**config.mk**
```make
export PLATFORM = sky130hd
export DESIGN_NAME = axis_bus_demux
export DESIGN_NICKNAME = d
export VERILOG_FILES = /design/src/rtl/axis_bus_demux.sv
export SDC_FILE = /design/constraint.sdc
export NUM_CORES = 1
export LEC_CHECK = 0
export BUFFER_PORTS_ARGS = -buffer_cell sky130_fd_sc_hd__buf_4
export CAP_MARGIN = 20
export CORE_ASPECT_RATIO = 1.2
export CORE_MARGIN = 10
export CORE_UTILIZATION = 42
export DETAILED_ROUTE_END_ITERATION = 8
export PLACE_DENSITY_LB_ADDON = 0.08
export SETUP_SLACK_MARGIN = 0.02
export SYNTH_ARGS = -nofsm -noshare
export SYNTH_HDL_FRONTEND = slang
export SYNTH_SLANG_ARGS = --single-unit
```
**constraint.sdc**
```tcl
create_clock -name clk -period 2 [get_ports clk]
set_clock_uncertainty 0.1 [all_clocks]
set_input_delay 0 -clock clk [delete_from_list [all_inputs] [get_ports clk]]
set_output_delay 0 -clock clk [all_outputs]
set_load 0.005 [all_outputs]
```
**src/rtl/axis_bus_demux.sv**
```systemverilog
// AXI-Stream 1:2 packet demultiplexer. The destination is decoded from bus_sel on the
// first beat of each packet. Routed beats pass through one shared, port-tagged output register.
//
// state  | meaning
// -------+------------------------------------------------------------
// IDLE   | waiting for the first beat of a packet (bus_sel is decoded)
// ROUTE0 | packet in progress, beats go to output 0
// ROUTE1 | packet in progress, beats go to output 1
// DROP   | packet in progress, beats are accepted and discarded
module axis_bus_demux #(
  parameter logic [7:0] CHOOSE_FIFO_0 = 8'd128,
  parameter logic [7:0] CHOOSE_FIFO_1 = 8'd129
) (
  input  logic        clk,
  input  logic        rst_n,
  input  logic [7:0]  bus_sel,

  input  logic        axis_in_tvalid,
  output logic        axis_in_tready,
  input  logic [31:0] axis_in_tdata,
  input  logic [3:0]  axis_in_tkeep,
  input  logic        axis_in_tlast,

  output logic        axis_out_0_tvalid,
  input  logic        axis_out_0_tready,
  output logic [31:0] axis_out_0_tdata,
  output logic [3:0]  axis_out_0_tkeep,
  output logic        axis_out_0_tlast,

  output logic        axis_out_1_tvalid,
  input  logic        axis_out_1_tready,
  output logic [31:0] axis_out_1_tdata,
  output logic [3:0]  axis_out_1_tkeep,
  output logic        axis_out_1_tlast,

  output logic        busy,
  output logic [7:0]  drop_cnt
);

  localparam logic [1:0] ST_IDLE   = 2'd0;
  localparam logic [1:0] ST_ROUTE0 = 2'd1;
  localparam logic [1:0] ST_ROUTE1 = 2'd2;
  localparam logic [1:0] ST_DROP   = 2'd3;

  localparam logic [1:0] TGT_OUT0 = 2'd0;
  localparam logic [1:0] TGT_OUT1 = 2'd1;
  localparam logic [1:0] TGT_DROP = 2'd2;

  logic [1:0]  state_q, state_d;
  logic        live_q;
  logic        reg_valid_q, reg_valid_d;
  logic        reg_port_q, reg_port_d;
  logic [31:0] reg_data_q, reg_data_d;
  logic [3:0]  reg_keep_q, reg_keep_d;
  logic        reg_last_q, reg_last_d;
  logic [7:0]  drop_cnt_q, drop_cnt_d;

  logic [1:0]  tgt;
  logic        tgt_drop;
  logic        tag_ready;
  logic        in_ready;
  logic        in_fire;
  logic        load;
  logic        drain;

  // Destination of the beat currently offered on the input.
  always_comb begin
    tgt = TGT_DROP;
    case (state_q)
      ST_IDLE: begin
        if (bus_sel == CHOOSE_FIFO_0)      tgt = TGT_OUT0;
        else if (bus_sel == CHOOSE_FIFO_1) tgt = TGT_OUT1;
        else                               tgt = TGT_DROP;
      end
      ST_ROUTE0: tgt = TGT_OUT0;
      ST_ROUTE1: tgt = TGT_OUT1;
      default:   tgt = TGT_DROP;
    endcase
  end

  assign tgt_drop = (tgt == TGT_DROP);

  // Only the tagged port's tready is looked at, so the idle port cannot stall the input.
  assign tag_ready = reg_port_q ? axis_out_1_tready : axis_out_0_tready;
  assign drain     = reg_valid_q & tag_ready;
  assign in_ready  = live_q & (tgt_drop | ~reg_valid_q | tag_ready);
  assign in_fire   = axis_in_tvalid & in_ready;
  assign load      = in_fire & ~tgt_drop;

  // Load wins over drain, so a beat for the other port can follow without a bubble.
  always_comb begin
    reg_valid_d = reg_valid_q;
    reg_port_d  = reg_port_q;
    reg_data_d  = reg_data_q;
    reg_keep_d  = reg_keep_q;
    reg_last_d  = reg_last_q;
    if (load) begin
      reg_valid_d = 1'b1;
      reg_port_d  = tgt[0];
      reg_data_d  = axis_in_tdata;
      reg_keep_d  = axis_in_tkeep;
      reg_last_d  = axis_in_tlast;
    end else if (drain) begin
      reg_valid_d = 1'b0;
    end
  end

  always_comb begin
    state_d = state_q;
    if (in_fire) begin
      if (state_q == ST_IDLE) begin
        if (!axis_in_tlast) begin
          case (tgt)
            TGT_OUT0: state_d = ST_ROUTE0;
            TGT_OUT1: state_d = ST_ROUTE1;
            default:  state_d = ST_DROP;
          endcase
        end
      end else if (axis_in_tlast) begin
        state_d = ST_IDLE;
      end
    end
  end

  always_comb begin
    drop_cnt_d = drop_cnt_q;
    if (in_fire && tgt_drop && axis_in_tlast && (drop_cnt_q != 8'hFF))
      drop_cnt_d = drop_cnt_q + 8'd1;
  end

  always_ff @(posedge clk or negedge rst_n) begin
    if (!rst_n) begin
      state_q     <= ST_IDLE;
      live_q      <= 1'b0;
      reg_valid_q <= 1'b0;
      reg_port_q  <= 1'b0;
      reg_data_q  <= 32'd0;
      reg_keep_q  <= 4'd0;
      reg_last_q  <= 1'b0;
      drop_cnt_q  <= 8'd0;
    end else begin
      state_q     <= state_d;
      live_q      <= 1'b1;
      reg_valid_q <= reg_valid_d;
      reg_port_q  <= reg_port_d;
      reg_data_q  <= reg_data_d;
      reg_keep_q  <= reg_keep_d;
      reg_last_q  <= reg_last_d;
      drop_cnt_q  <= drop_cnt_d;
    end
  end

  logic sel0, sel1;
  assign sel0 = reg_valid_q & ~reg_port_q;
  assign sel1 = reg_valid_q &  reg_port_q;

  assign axis_in_tready    = in_ready;

  assign axis_out_0_tvalid = sel0;
  assign axis_out_0_tdata  = sel0 ? reg_data_q : 32'd0;
  assign axis_out_0_tkeep  = sel0 ? reg_keep_q : 4'd0;
  assign axis_out_0_tlast  = sel0 & reg_last_q;

  assign axis_out_1_tvalid = sel1;
  assign axis_out_1_tdata  = sel1 ? reg_data_q : 32'd0;
  assign axis_out_1_tkeep  = sel1 ? reg_keep_q : 4'd0;
  assign axis_out_1_tlast  = sel1 & reg_last_q;

  assign busy     = (state_q != ST_IDLE);
  assign drop_cnt = drop_cnt_q;

endmodule

```
== Yosys cells after proc, flatten, opt, wreduce, memory -nomap -nowiden ==
Index checks and enable logic that the tools add are counted.
Widths: inputs -> output; s select.

* Reductions and logical operators: 9
* Order comparisons: 0
* $mul: 0
* Bitwise operators: 13
* Mux-type cells: 14
* Add/sub/neg operators: 1
* Equal/unequal tests: 8
* Divide/modulo/power cells: 0
* Shifts and indexed selects: 0

{| class="wikitable"
|+ Operator list
! operator !! count
|-
| $mux 32 || 2
|-
| $eq 8x8->1 const B || 2
|-
| $mux 2 || 5
|-
| $add 8x1->8 const B || 1
|-
| $and 1x1->1 || 8
|-
| $mux 4 || 2
|-
| $ne 8x8->1 const B || 1
|-
| $pmux 2 s3 || 1
|-
| $reduce_bool 2->1 || 3
|-
| $eq 2x1->1 const B || 2
|-
| $eq 2x2->1 const B || 2
|-
| $logic_not 2->1 || 2
|-
| $pmux 2 s2 || 1
|-
| $logic_and 1x1->1 || 3
|-
| $mux 1 || 3
|-
| $not 1->1 || 3
|-
| $reduce_and 3->1 || 1
|-
| $ne 2x2->1 const B || 1
|-
| $or 1x1->1 || 2
|}

* Input port bits: 50
* Memories kept: 0
* Register bits after elaboration: 50
* Output and inout bits: 86
* Memory bits (read-only): 0
* Bits in latches: 0
* RAM bits: 0

== Depth between registers and ports, before layout ==
Gate-level depths: netlist (run 1).

* Depth in word-level cells: 12
* Gate-level depth with buffers: 8
* Mapped depth without buffers: 6

== Worst setup path after synthesis (run 1) ==
No wires, ideal clock.

* Kind: reg-to-reg
* From: register state_q[1]
* To: register reg_data_q[10]
* Cell stages (with the launch flop): 9
* Arrival: 1.872 ns
* Required time: 1.775 ns
* Path buffers: 2
* Period minus slack after synthesis: 2.097 ns
* Slack: -0.097 ns
* Path through: dfrtp_1 > inv_1 > ha_1 > nor4b_2 > a211o_4 > nand3_2 > buf_6 > buf_6 > mux2_4

* Longest elaborated chain between the ends: 8
* Elaborated cells between the ends (all ways): 11

{| class="wikitable"
|+ Ends and longest elaborated chain
! element !! RTL line !! RTL
|-
| start: declaration || 49 || <nowiki>logic [1:0] state_q, state_d;</nowiki>
|-
| start signal: assignment || 142 || <nowiki>state_q <= state_d;</nowiki>
|-
| $eq 2x2->1 (tied with other cells) || 69 || <nowiki>case (state_q)</nowiki>
|-
| $pmux 2 s3 * || 69 ||
|-
| $eq 2x2->1 * || 81 || <nowiki>assign tgt_drop = (tgt == TGT_DROP);</nowiki>
|-
| $or 1x1->1 (2 in a row) || 86 || <nowiki>assign in_ready = live_q & (tgt_drop | ~reg_valid_q | tag_ready);</nowiki>
|-
| $and 1x1->1 || 86 ||
|-
| $and 1x1->1 || 87 || <nowiki>assign in_fire = axis_in_tvalid & in_ready;</nowiki>
|-
| $and 1x1->1 * || 88 || <nowiki>assign load = in_fire & ~tgt_drop;</nowiki>
|-
| end signal: assignment || 146 || <nowiki>reg_data_q <= reg_data_d;</nowiki>
|-
| end: declaration || 53 || <nowiki>logic [31:0] reg_data_q, reg_data_d;</nowiki>
|}

Mark *: on every way between the ends. The rest lies on a longest branch, timed or not.
A chain may end at the register's enable or synchronous reset.

== Worst setup path in the final report (run 1) ==
* From: register state_q[1]
* To: register reg_data_q[1]

The elaborated chain is that of the path after synthesis.

==> results of run 1 <==
[logic make-up after synthesis]
| family | count (synthesis) |
|---|---|
| buffers and inverters | 22 |
| muxes | 39 |
| and+or+nand+nor | 108 |
| AOI/OAI and AO/OA | 15 |
| DFF | 50 |
| other | 1 |
| xor gates and xnor gates | 7 |
| adders and majority gates | 2 |
[tightest hold or removal path, stage by stage]
cell	delay (ps)
sky130_fd_sc_hd__buf_4	90
sky130_fd_sc_hd__nor4b_4	60
sky130_fd_sc_hd__nand3_1	60
sky130_fd_sc_hd__nand2_1	50
sky130_fd_sc_hd__a22o_1	170
[cell usage in the layout, fill, tap and decap left out, drive strengths merged, types with 2 or more instances in the layout]
master       count
clkbuf           7
ha               2
o21ai            2
o2111ai          3
o21a             2
nor2b            3
nor3             5
dlygate4sd3     38
and2            40
and3            38
inv              5
o211ai           4
nor4             2
nor2             3
xor2             7
dfrtp           50
mux2            38
buf            153
nand3            7
nor4b            2
nand2            4
[through the flow]
step	worst slack (ps)	instance area, µm²	setup TNS, ps	util	hold WS (ps)
floorplan	-10.9	2790	-168	-	-396
global placement	42.9	3960	0	0.618	-26.5
detailed placement	12.3	3960	0	0.618	-30.0
CTS	20.5	4430	0	0.692	57.1
global route	-43.1	4490	-763	0.701	79.3
finish	26.3	4490	0	0.701	81.4
[sequential cells by signal (all words and copies together), names as in the netlist]
name	flops
reg_last_q	1
reg_data_q	32
state_q	2
drop_cnt	8
reg_valid_q	1
reg_port_q	1
live_q	1
reg_keep_q	4
[worst paths after layout]
| path | start | end |
|---|---|---|
| min in group asynchronous | rst_n | reg_data_q[9] |
| setup / recovery | state_q[1] | reg_data_q[1] |
| hold reg to reg | drop_cnt[7] | drop_cnt[7] |
| hold / removal | bus_sel[1] | reg_port_q |
| max in group asynchronous | rst_n | reg_data_q[8] |
| setup reg to reg | state_q[1] | reg_data_q[1] |
[layer usage]
metal / GRT usage / routed length (µm) / share of wire / vias up
met3: 0.0516 / 596 / 0.069 / 8
met1: 0.193 / 3530 / 0.41 / 1178
li1: - / - / - / 1209
met2: 0.278 / 4370 / 0.51 / 83
met5: 0 / 0 / 0 / -
met4: 0.0413 / 99 / 0.012 / 0
[power breakdown]
group	internal, W	switching, W	leakage, nW
Sequential	0.00148	0.000341	0.602
Combinational	0.00170	0.00120	1.75
Clock	0.000242	0.000322	0.0383
Total	0.00342	0.00186	2.40
[synth_stat cells, drive strengths merged (2+ instances only)]
master   count  area share
dfrtp       50        0.45
and2        40       0.091
and3        38       0.086
mux2        38        0.18
clkbuf      13       0.018
nand3        7       0.015
xor2         7       0.022
inv          5      0.0068
nor3         5      0.0091
buf          4       0.014
nand2        4      0.0054
o211ai       4       0.011
nor2         3      0.0041
nor2b        3      0.0068
o2111ai      3      0.0095
ha           2      0.0091
nor4         2      0.0045
nor4b        2       0.014
o21a         2      0.0054
o21ai        2      0.0036
[final cells by class]
cell class / count / area [µm²] / share of cell area
Multi-Input combinational cell: 172 / 1480 / 0.330
Clock buffer: 7 / 76.3 / 0.0170
Inverter: 5 / 18.8 / 0.00418
Timing Repair Buffer: 191 / 1560 / 0.347
Sequential cell: 50 / 1250 / 0.278
Tap cell: 85 / 106 / 0.0237
[repair_timing]
| item | CTS | global route |
|---|---|---|
| pin swaps | 0 | 5 |
| endpoints found under the hold margin | 87 | 0 |
| buffers inserted | 0 | 3 |
| gates cloned | 0 | 0 |
| setup endpoints to repair | 14 | 39 |
| hold buffers | 38 | 0 |
| resized for setup | 4 | 6 |
==> Implementation_results.wiki, run 1 <==
{| class="wikitable"
! Metric !! Value
|-
| Result of the run || finished clean
|-
| Share of synthesized area spent on multiplexers || 0.185
|-
| Number of CTS-inserted buffers || 5
|-
| Core Rows || 32
|-
| Slew Limit Headroom || 0.575
|-
| Worst setup path class || flop to flop
|-
| Transition time at the pin with the least slew margin || about 640 ps
|-
| Die Span X || 93.9 µm
|-
| Number of flops mapped to enable cells by yosys || 0
|-
| Maximum fanout along the worst path || 19
|-
| Final critical-path share of the clock period || 0.987
|-
| Final critical-path required period || about 2000 ps
|-
| Synthesized flop and latch total || 50
|-
| Worst Reg2Reg Path Length in Cells || 7
|-
| Mean Syn Cell Area || between 10 and 15 µm²
|-
| Startpoint class of the critical path || flop
|-
| Area of the core || approximately 6400 µm²
|-
| Maximum level of the CTS H-tree || 2
|-
| Arrival time reported for the critical path endpoint || a little over 2000 ps
|-
| Levels on crit path || 7
|-
| Post-synthesis share of cell area spent on full adders, half adders and majority gates || 0.00908
|-
| Clock-pin slew on the worst setup and hold paths || roughly 90 ps
|-
| Vias || between 2k and 2.5k
|-
| Detailed-route DRC error count || 0
|-
| Slack of the worst reg-to-reg path || 30 ps
|-
| Min-Delay Path Depth || 5
|-
| Nets || around 480
|-
| Root buffer cell || sky130_fd_sc_hd__clkbuf_8
|-
| Class of the worst hold path || input port to flop
|-
| RSZ-0062 raised after global routing || true
|-
| Clock tree buffer depth || 2
|-
| Iter 0 DRT Violations || 83
|-
| Simple logic cell fraction of the synthesized area || 0.246
|-
| Req. time, crit path || 2090 ps
|-
| Number of max-slew violations in the final report || 0
|-
| Proportion of layout cells with a drive suffix above 1 || 0.494
|-
| CTS sink cnt || 50
|-
| Leakage power || ~2.4 nW
|-
| Area growth from synthesis to final layout || 63.1%
|-
| Main combinational cell family by area after synthesis || simple AND/OR/NAND/NOR gates
|-
| Die Ht || ~110 µm
|-
| Total routing resource utilization after global routing || 0.163
|-
| Final Routed Wirelength || around 8.6 mm
|-
| Vias per inst || between 4 and 5
|-
| Crit-path max cell delay || about 400 ps
|-
| DRT antenna net count || 0
|-
| Latest clock arrival within the worst-skew pair || approximately 290 ps
|-
| Total inserted antenna cells || 0
|-
| TritonCTS clock tree || done
|-
| Total setup violations reported at the end of the flow || 0
|-
| Number of global-route vias before repair || ~2.6k
|-
| MaxCap Viol Count || 0
|-
| Maximum number of pins on one net before global-route repair || between 50 and 60
|-
| Highest achievable clock rate || 507 MHz
|-
| Antenna violations before repair || 0
|-
| Fillcell total || slightly below 500
|-
| Post-synth net total || 296
|-
| Sequential fraction of the synthesis area || 0.454
|-
| Slowest cell on crit path || sky130_fd_sc_hd__dfrtp_1
|-
| Share of async-settable or async-resettable flops after synthesis || 1.00
|-
| Wire length of the first global-routing pass || about 13 mm
|-
| Initial standard-cell utilization of the core || 0.430
|-
| Placer's final routability congestion estimate || 0.824
|-
| Die ar. || 10200 µm²
|-
| Number of cells produced by synthesis || approximately 240
|-
| Cell family contributing the most delay on the critical path || flip-flops
|-
| Chain of cells forming the critical path || inv_2 -> ha_4 -> nor2b_4 -> a211o_4 -> nand3_4 -> buf_12 -> mux2_2
|-
| Count of placed standard cells including taps || ~460
|-
| Number of different library cells in the post-synthesis netlist || 34
|-
| Final hold vios || 0
|-
| Critical Path End Type || flop
|-
| Area fraction in compound gates after synthesis || 0.0436
|-
| Area of the mapped netlist || roughly 2800 µm²
|-
| Fraction of synthesized cell area in xor and xnor cells || 0.0223
|-
| Detail Placement HPWL || about 6 mm
|-
| Number of I/O pins || between 100 and 150
|-
| Post-route total power || 0.00529 W
|-
| Non-filler instance count after layout || 510
|-
| Detail-routed net length per standard cell || between 15 and 20 µm
|-
| Count of yosys warnings during synthesis || 0
|-
| Buf+Inv Stages, Crit Path || 2
|-
| Areal power density over the cells || about 1200 nW/µm²
|-
| Top flip-flop cell by instance count after synthesis || sky130_fd_sc_hd__dfrtp_1
|-
| Iteration count of the initial detailed-routing pass || 4
|-
| GRT overflow || 0
|-
| Total of buffers placed on input and output ports || about 140
|-
| Peak supply drop || around 0.00086 V
|}
Note: power is estimated with default switching activity, not from simulation.
==> run 2: changes to the inputs <==
==> constraint.sdc (replaced) <==
create_clock -name clk -period 2 [get_ports clk]
set_clock_uncertainty 0.1 [all_clocks]
set_input_delay 0.2 -clock clk [delete_from_list [all_inputs] [get_ports clk]]
set_output_delay 0.2 -clock clk [all_outputs]
set_load 0.005 [all_outputs]
==> Implementation_results.wiki, run 2 (synthesis results as in run 1) <==
{| class="wikitable"
! Metric !! Value
|-
| Number of CTS-inserted buffers || 5 (unchanged)
|-
| Highest achievable clock rate || 489 MHz (-3.4%)
|-
| Proportion of layout cells with a drive suffix above 1 || 0.573 (+0.0791)
|-
| Antenna violations before repair || 0 (unchanged)
|-
| Worst Slack Setup Final || -43.2 ps (-69.5 ps)
|-
| Number of I/O pins || 136 (unchanged)
|-
| Arrival time reported for the critical path endpoint || 2130 ps (+70 ps)
|-
| Die Span X || 93.9 µm (unchanged)
|-
| Final hold vios || 0 (unchanged)
|-
| CTS sink cnt || 50 (unchanged)
|-
| Minimum hold slack || 22.8 ps (-58.6 ps)
|-
| Peak supply drop || 0.000868 V (+0.41%)
|-
| Non-filler instance count after layout || 488 (-4.3%)
|-
| TritonCTS clock tree || done
|-
| Initial standard-cell utilization of the core || 0.430 (unchanged)
|-
| Fillcell total || 526 (+6.7%)
|-
| Maximum fanout along the worst path || 8 (-11)
|-
| Worst setup path class || flop to flop
|-
| Die ar. || 10200 µm² (unchanged)
|-
| Total setup violations reported at the end of the flow || 33 (+33)
|-
| Pre-CTS setup slack || 16.0 ps (+3.73 ps)
|-
| Iteration count of the initial detailed-routing pass || 4 (unchanged)
|-
| Total of buffers placed on input and output ports || 135 (unchanged)
|-
| Slew Limit Headroom || 0.564 (-0.0102)
|-
| Transition time at the pin with the least slew margin || 653 ps (+15.3 ps)
|-
| GRT overflow || 0 (unchanged)
|-
| Iter 0 DRT Violations || 108 (+30%)
|-
| Final critical-path required period || 2040 ps (+69.5 ps)
|-
| Most common library cell in the layout ignoring fill and taps || sky130_fd_sc_hd__buf_4
|-
| Req. time, crit path || 2080 ps (about the same)
|-
| Die Ht || 109 µm (unchanged)
|-
| Number of global-route vias before repair || 2417 (-7.1%)
|-
| Maximum level of the CTS H-tree || 2 (unchanged)
|-
| Final critical-path share of the clock period || 1.02 (+0.0348)
|-
| Area growth from synthesis to final layout || 60.8%
|-
| Root buffer cell || sky130_fd_sc_hd__clkbuf_8
|-
| Slowest cell on crit path || sky130_fd_sc_hd__dfrtp_1
|-
| Class of the worst hold path || input port to flop
|-
| MaxCap Viol Count || 0 (unchanged)
|-
| Violations in the final reports || negative setup slack
|-
| Startpoint class of the critical path || flop
|-
| Vias per inst || 4.91 (+1.0%)
|-
| Detail Placement HPWL || 6.25 mm (+2.3%)
|-
| Latest clock arrival within the worst-skew pair || 300 ps (about the same)
|-
| Maximum number of pins on one net before global-route repair || 51 (unchanged)
|-
| Reg-to-reg critical path startpoint || state_q[1]
|-
| Core Rows || 32 (unchanged)
|-
| Number of max-slew violations in the final report || 0 (unchanged)
|-
| Total routing resource utilization after global routing || 0.155 (-0.00744)
|-
| Clock-pin slew on the worst setup and hold paths || 90 ps (about the same)
|-
| Vias || 2396 (-3.3%)
|-
| Final Routed Wirelength || 8.82 mm (+2.5%)
|-
| RSZ-0062 raised after global routing || true
|-
| Largest register FFs || 32 (unchanged)
|-
| Leakage power || 2.45 nW (+2.2%)
|-
| Result of the run || finished, violations left
|-
| Areal power density over the cells || 1320 nW/µm² (+12%)
|-
| Area of the core || 6410 µm² (unchanged)
|-
| Crit-path max cell delay || 400 ps (about the same)
|-
| Commonest cells after routing, fill and taps aside || sky130_fd_sc_hd__buf_4 (157), sky130_fd_sc_hd__dfrtp_1 (49), sky130_fd_sc_hd__and2_1 (40), sky130_fd_sc_hd__and3_1 (38), sky130_fd_sc_hd__mux2_4 (30)
|-
| Placer's final routability congestion estimate || 0.819 (-0.66%)
|-
| Detailed-route DRC error count || 0 (unchanged)
|-
| Chain of cells forming the critical path || inv_2 -> ha_4 -> nor2b_4 -> a211o_4 -> nand3_4 -> clkbuf_16 -> mux2_4
|-
| Clock tree buffer depth || 2 (unchanged)
|-
| Post-route total power || 0.00584 W (+11%)
|-
| DRT antenna net count || 0 (unchanged)
|-
| Wire length of the first global-routing pass || 12.7 mm (-5.6%)
|-
| Nets || 454 (-4.8%)
|-
| Register with the most flip-flops || reg_data_q
|-
| Count of placed standard cells including taps || 464 (+0.43%)
|-
| Hold_sp || axis_in_tdata[18]
|-
| Critical Path End Type || flop
|-
| Critical Path Start || state_q[1]
|-
| Detail-routed net length per standard cell || 18.1 µm (+7.2%)
|-
| Total inserted antenna cells || 0 (unchanged)
|}
run 2: changes by cell type in the layout (fill, tap and decap cells not counted), sizes merged:
cell         previous run  this run
dlygate4sd3            38         1
buf                   153       164
clkbuf                  7        10
clkinv                  0         1
run 2: area by class of cell:
class | instances | area [µm²] | share of cell area
well taps | 85 | 106 | 0.0240
inverters | 5 | 18.8 | 0.00424
clock buffers | 7 | 86.3 | 0.0195
multi-input cells | 172 | 1570 | 0.355
flip-flops and latches | 50 | 1250 | 0.283
repair buffers | 168 | 1390 | 0.313
clock inverters | 1 | 5.00 | 0.00113
run 2: path summary, 6_finish.rpt:
kind,end,slack (ps),cells after the start
min reg2reg,drop_cnt[7],410,1
max reg2reg,reg_data_q[6],-40,7
max in group asynchronous,reg_valid_q,960,2
max,reg_data_q[6],-40,7
min in group asynchronous,reg_data_q[9],370,2
min,reg_data_q[18],20,2
run 2: repair_timing:
action                                  CTS  global route
endpoints found under the hold margin    50             0
endpoints found under the setup margin   16            72
hold buffers                              1             0
gates cloned                              1             4
setup buffers                             4             6
gates resized for setup                  13            23
pin swaps                                 3            15
run 2: power by group:
group	total, W	switching [W]	internal [W]
combinational	0.00339	0.00135	0.00204
sequential	0.00185	0.000369	0.00148
clock	0.000607	0.000327	0.000280
total	0.00584	0.00204	0.00380
run 2: metal layers:
metal,share of wire,GRT usage
met2,0.52,0.271
met5,0,0
met1,0.39,0.176
met3,0.073,0.0543
met4,0.012,0.0391
run 2: through the flow:
step	setup TNS, ps	area (µm²)	util
6_report	-682	4430	0.692
5_1_grt	-3910	4430	0.692
3_5_place_dp	0	3970	0.620
4_1_cts	-180	4190	0.653
3_3_place_gp	0	3970	0.620
2_1_floorplan	-168	2790	-
run 2: critical path, delay by kind of cell (launching register included):
kind	cells	cell delay, ps
adder cells (fa/ha/maj)	1	190
AND/OR/NAND/NOR	2	320
flip-flops	1	400
multiplexers	1	290
buffers and inverters	2	300
AO/OA/AOI/OAI	1	320
==> run 3: changes to the inputs <==
SKIP_LAST_GASP = 1   (was not set)
==> Implementation_results.wiki, run 3 (synthesis results as in run 1) <==
{| class="wikitable"
! Metric !! Value
|-
| Req. time, crit path || 2090 ps (about the same)
|-
| Worst Reg2Reg Path Length in Cells || 7 (unchanged)
|-
| Die Ht || 109 µm (unchanged)
|-
| Detailed-route DRC error count || 0 (unchanged)
|-
| Peak supply drop || 0.000838 V (-3.4%)
|-
| Die ar. || 10200 µm² (unchanged)
|-
| Most common library cell in the layout ignoring fill and taps || sky130_fd_sc_hd__buf_4
|-
| Total of buffers placed on input and output ports || 135 (unchanged)
|-
| Initial standard-cell utilization of the core || 0.430 (unchanged)
|-
| Final hold vios || 0 (unchanged)
|-
| GRT overflow || 0 (unchanged)
|-
| Placer's final routability congestion estimate || 0.819 (unchanged)
|-
| Maximum level of the CTS H-tree || 2 (unchanged)
|-
| Number of I/O pins || 136 (unchanged)
|-
| Root buffer cell || sky130_fd_sc_hd__clkbuf_8
|-
| Pre-CTS setup slack || 16.0 ps (unchanged)
|-
| Iteration count of the initial detailed-routing pass || 4 (unchanged)
|-
| Result of the run || finished, violations left
|-
| Transition time at the pin with the least slew margin || 644 ps (-9.30 ps)
|-
| Worst setup path class || flop to flop
|-
| Wire length of the first global-routing pass || 12.6 mm (-0.87%)
|-
| Worst Hold End || reg_keep_q[1]
|-
| Final critical-path share of the clock period || 1.02 (-0.00488)
|-
| Clock tree buffer depth || 2 (unchanged)
|-
| Detail Placement HPWL || 6.25 mm (unchanged)
|-
| Count of placed standard cells including taps || 464 (unchanged)
|-
| Arrival time reported for the critical path endpoint || 2130 ps (about the same)
|-
| Total setup violations reported at the end of the flow || 21 (-36%)
|-
| Worst Slack Setup Final || -33.4 ps (+9.75 ps)
|-
| Total routing resource utilization after global routing || 0.154 (-0.00128)
|-
| Leakage power || 2.38 nW (-2.6%)
|-
| Maximum number of pins on one net before global-route repair || 51 (unchanged)
|-
| Final critical-path required period || 2030 ps (-9.75 ps)
|-
| Vias per inst || 4.88 (-0.55%)
|-
| Endpoint of the lowest-slack register-to-register path || reg_data_q[31]
|-
| Area of the core || 6410 µm² (unchanged)
|-
| Minimum hold slack || 23.6 ps (+0.851 ps)
|-
| Number of CTS-inserted buffers || 5 (unchanged)
|-
| Area growth from synthesis to final layout || 57.7%
|-
| Startpoint class of the critical path || flop
|-
| Critical Path End Type || flop
|-
| Post-layout instance area || 4340 µm² (-1.9%)
|-
| Reg-to-reg critical path startpoint || state_q[1]
|-
| Areal power density over the cells || 1290 nW/µm² (-1.9%)
|-
| Hold_sp || axis_in_tkeep[1]
|-
| Violations in the final reports || negative setup slack
|-
| Vias || 2373 (-0.96%)
|-
| DRT antenna net count || 0 (unchanged)
|-
| Setup tns final || -421 ps (+261 ps)
|-
| Cell area after placement || 3970 µm² (unchanged)
|-
| RSZ-0062 raised after global routing || true
|-
| MaxCap Viol Count || 0 (unchanged)
|-
| Highest achievable clock rate || 492 MHz (+0.48%)
|-
| Latest clock arrival within the worst-skew pair || 300 ps (about the same)
|-
| CTS sink cnt || 50 (unchanged)
|-
| Slew Limit Headroom || 0.571 (+0.00620)
|-
| Antenna violations before repair || 0 (unchanged)
|-
| Number of global-route vias before repair || 2395 (-0.91%)
|-
| Number of max-slew violations in the final report || 0 (unchanged)
|-
| Nets || 452 (-0.44%)
|-
| TritonCTS clock tree || done
|-
| Clock-pin slew on the worst setup and hold paths || 90 ps (about the same)
|-
| Min-Delay Path Depth || 2 (unchanged)
|-
| Maximum fanout along the worst path || 7 (-1)
|-
| Largest register FFs || 32 (unchanged)
|-
| Class of the worst hold path || input port to flop
|-
| Total inserted antenna cells || 0 (unchanged)
|-
| Proportion of layout cells with a drive suffix above 1 || 0.564 (-0.00961)
|-
| Detail-routed net length per standard cell || 17.6 µm (-2.8%)
|-
| Core Rows || 32 (unchanged)
|-
| Final Routed Wirelength || 8.53 mm (-3.2%)
|-
| Slack of the worst reg-to-reg path || -30 ps (about the same)
|-
| Register with the most flip-flops || reg_data_q
|-
| Die Span X || 93.9 µm (unchanged)
|-
| Non-filler instance count after layout || 486 (-0.41%)
|-
| Iter 0 DRT Violations || 74 (-31%)
|-
| Commonest cells after routing, fill and taps aside || sky130_fd_sc_hd__buf_4 (157), sky130_fd_sc_hd__dfrtp_1 (49), sky130_fd_sc_hd__and2_1 (40), sky130_fd_sc_hd__and3_1 (38), sky130_fd_sc_hd__mux2_4 (27)
|}
[run 3: changes by cell type in the layout (fill, tap and decap cells not counted), sizes merged]
cell / previous run / this run
buf: 164 / 163
clkbuf: 10 / 9
[run 3: final cells by class]
type | instances | area, µm²
clock buffer | 7 | 86.3
sequential | 50 | 1250
fill | 548 | 2060
tap | 85 | 106
clock inverter | 1 | 5.00
inverter | 5 | 18.8
multi-input combinational | 172 | 1530
timing repair buffer | 166 | 1350
[run 3: per-layer routing]
layer	part of all wire	up-vias	routed length (µm)	GRT usage
met4	0.0045	0	38	0.0391
li1	-	1169	-	-
met1	0.39	1114	3340	0.173
met3	0.077	4	654	0.0543
met5	0	-	0	0
met2	0.53	86	4500	0.271
[run 3: worst max-delay path: stages (launching register included)]
cell and delay (ps):
sky130_fd_sc_hd__dfrtp_1 400, sky130_fd_sc_hd__inv_2 80, sky130_fd_sc_hd__ha_4 190, sky130_fd_sc_hd__nor2b_4 130
sky130_fd_sc_hd__a211o_4 330, sky130_fd_sc_hd__nand3_4 180, sky130_fd_sc_hd__buf_4 190, sky130_fd_sc_hd__mux2_2 330
[run 3: worst max path at each step]
| stage | start | to | slack, ps | cells after the start |
|---|---|---|---|---|
| floorplan | state_q[1] | reg_data_q[10] | -10 | 8 |
| global placement | state_q[0] | reg_data_q[7] | 50 | 7 |
| detailed placement | state_q[1] | reg_data_q[1] | 20 | 7 |
| CTS | state_q[1] | axis_in_tready | -60 | 7 |
| global route | state_q[0] | axis_in_tready | -120 | 7 |
| finish | state_q[1] | reg_data_q[31] | -30 | 7 |
[run 3: stage by stage]
step	util	total power [W]
CTS	0.649	0.00537
global placement	0.620	0.00450
global route	0.678	0.00602
floorplan	-	0.00336
detailed placement	0.620	0.00459
finish	0.678	0.00562
[run 3: repair_timing]
item	4_1_cts	5_1_grt
gates cloned	1	3
setup buffers	4	5
setup endpoints to repair	16	60
hold buffers	1	0
endpoints found under the hold margin	50	0
pin swaps	3	6
gates resized for setup	3	22
[run 3: report_power, final]
part           internal (W)  leakage [nW]  switching (W)
combinational       0.00192          1.74        0.00126
clock              0.000280        0.0482       0.000320
sequential          0.00148         0.601       0.000368
total               0.00368          2.38        0.00194
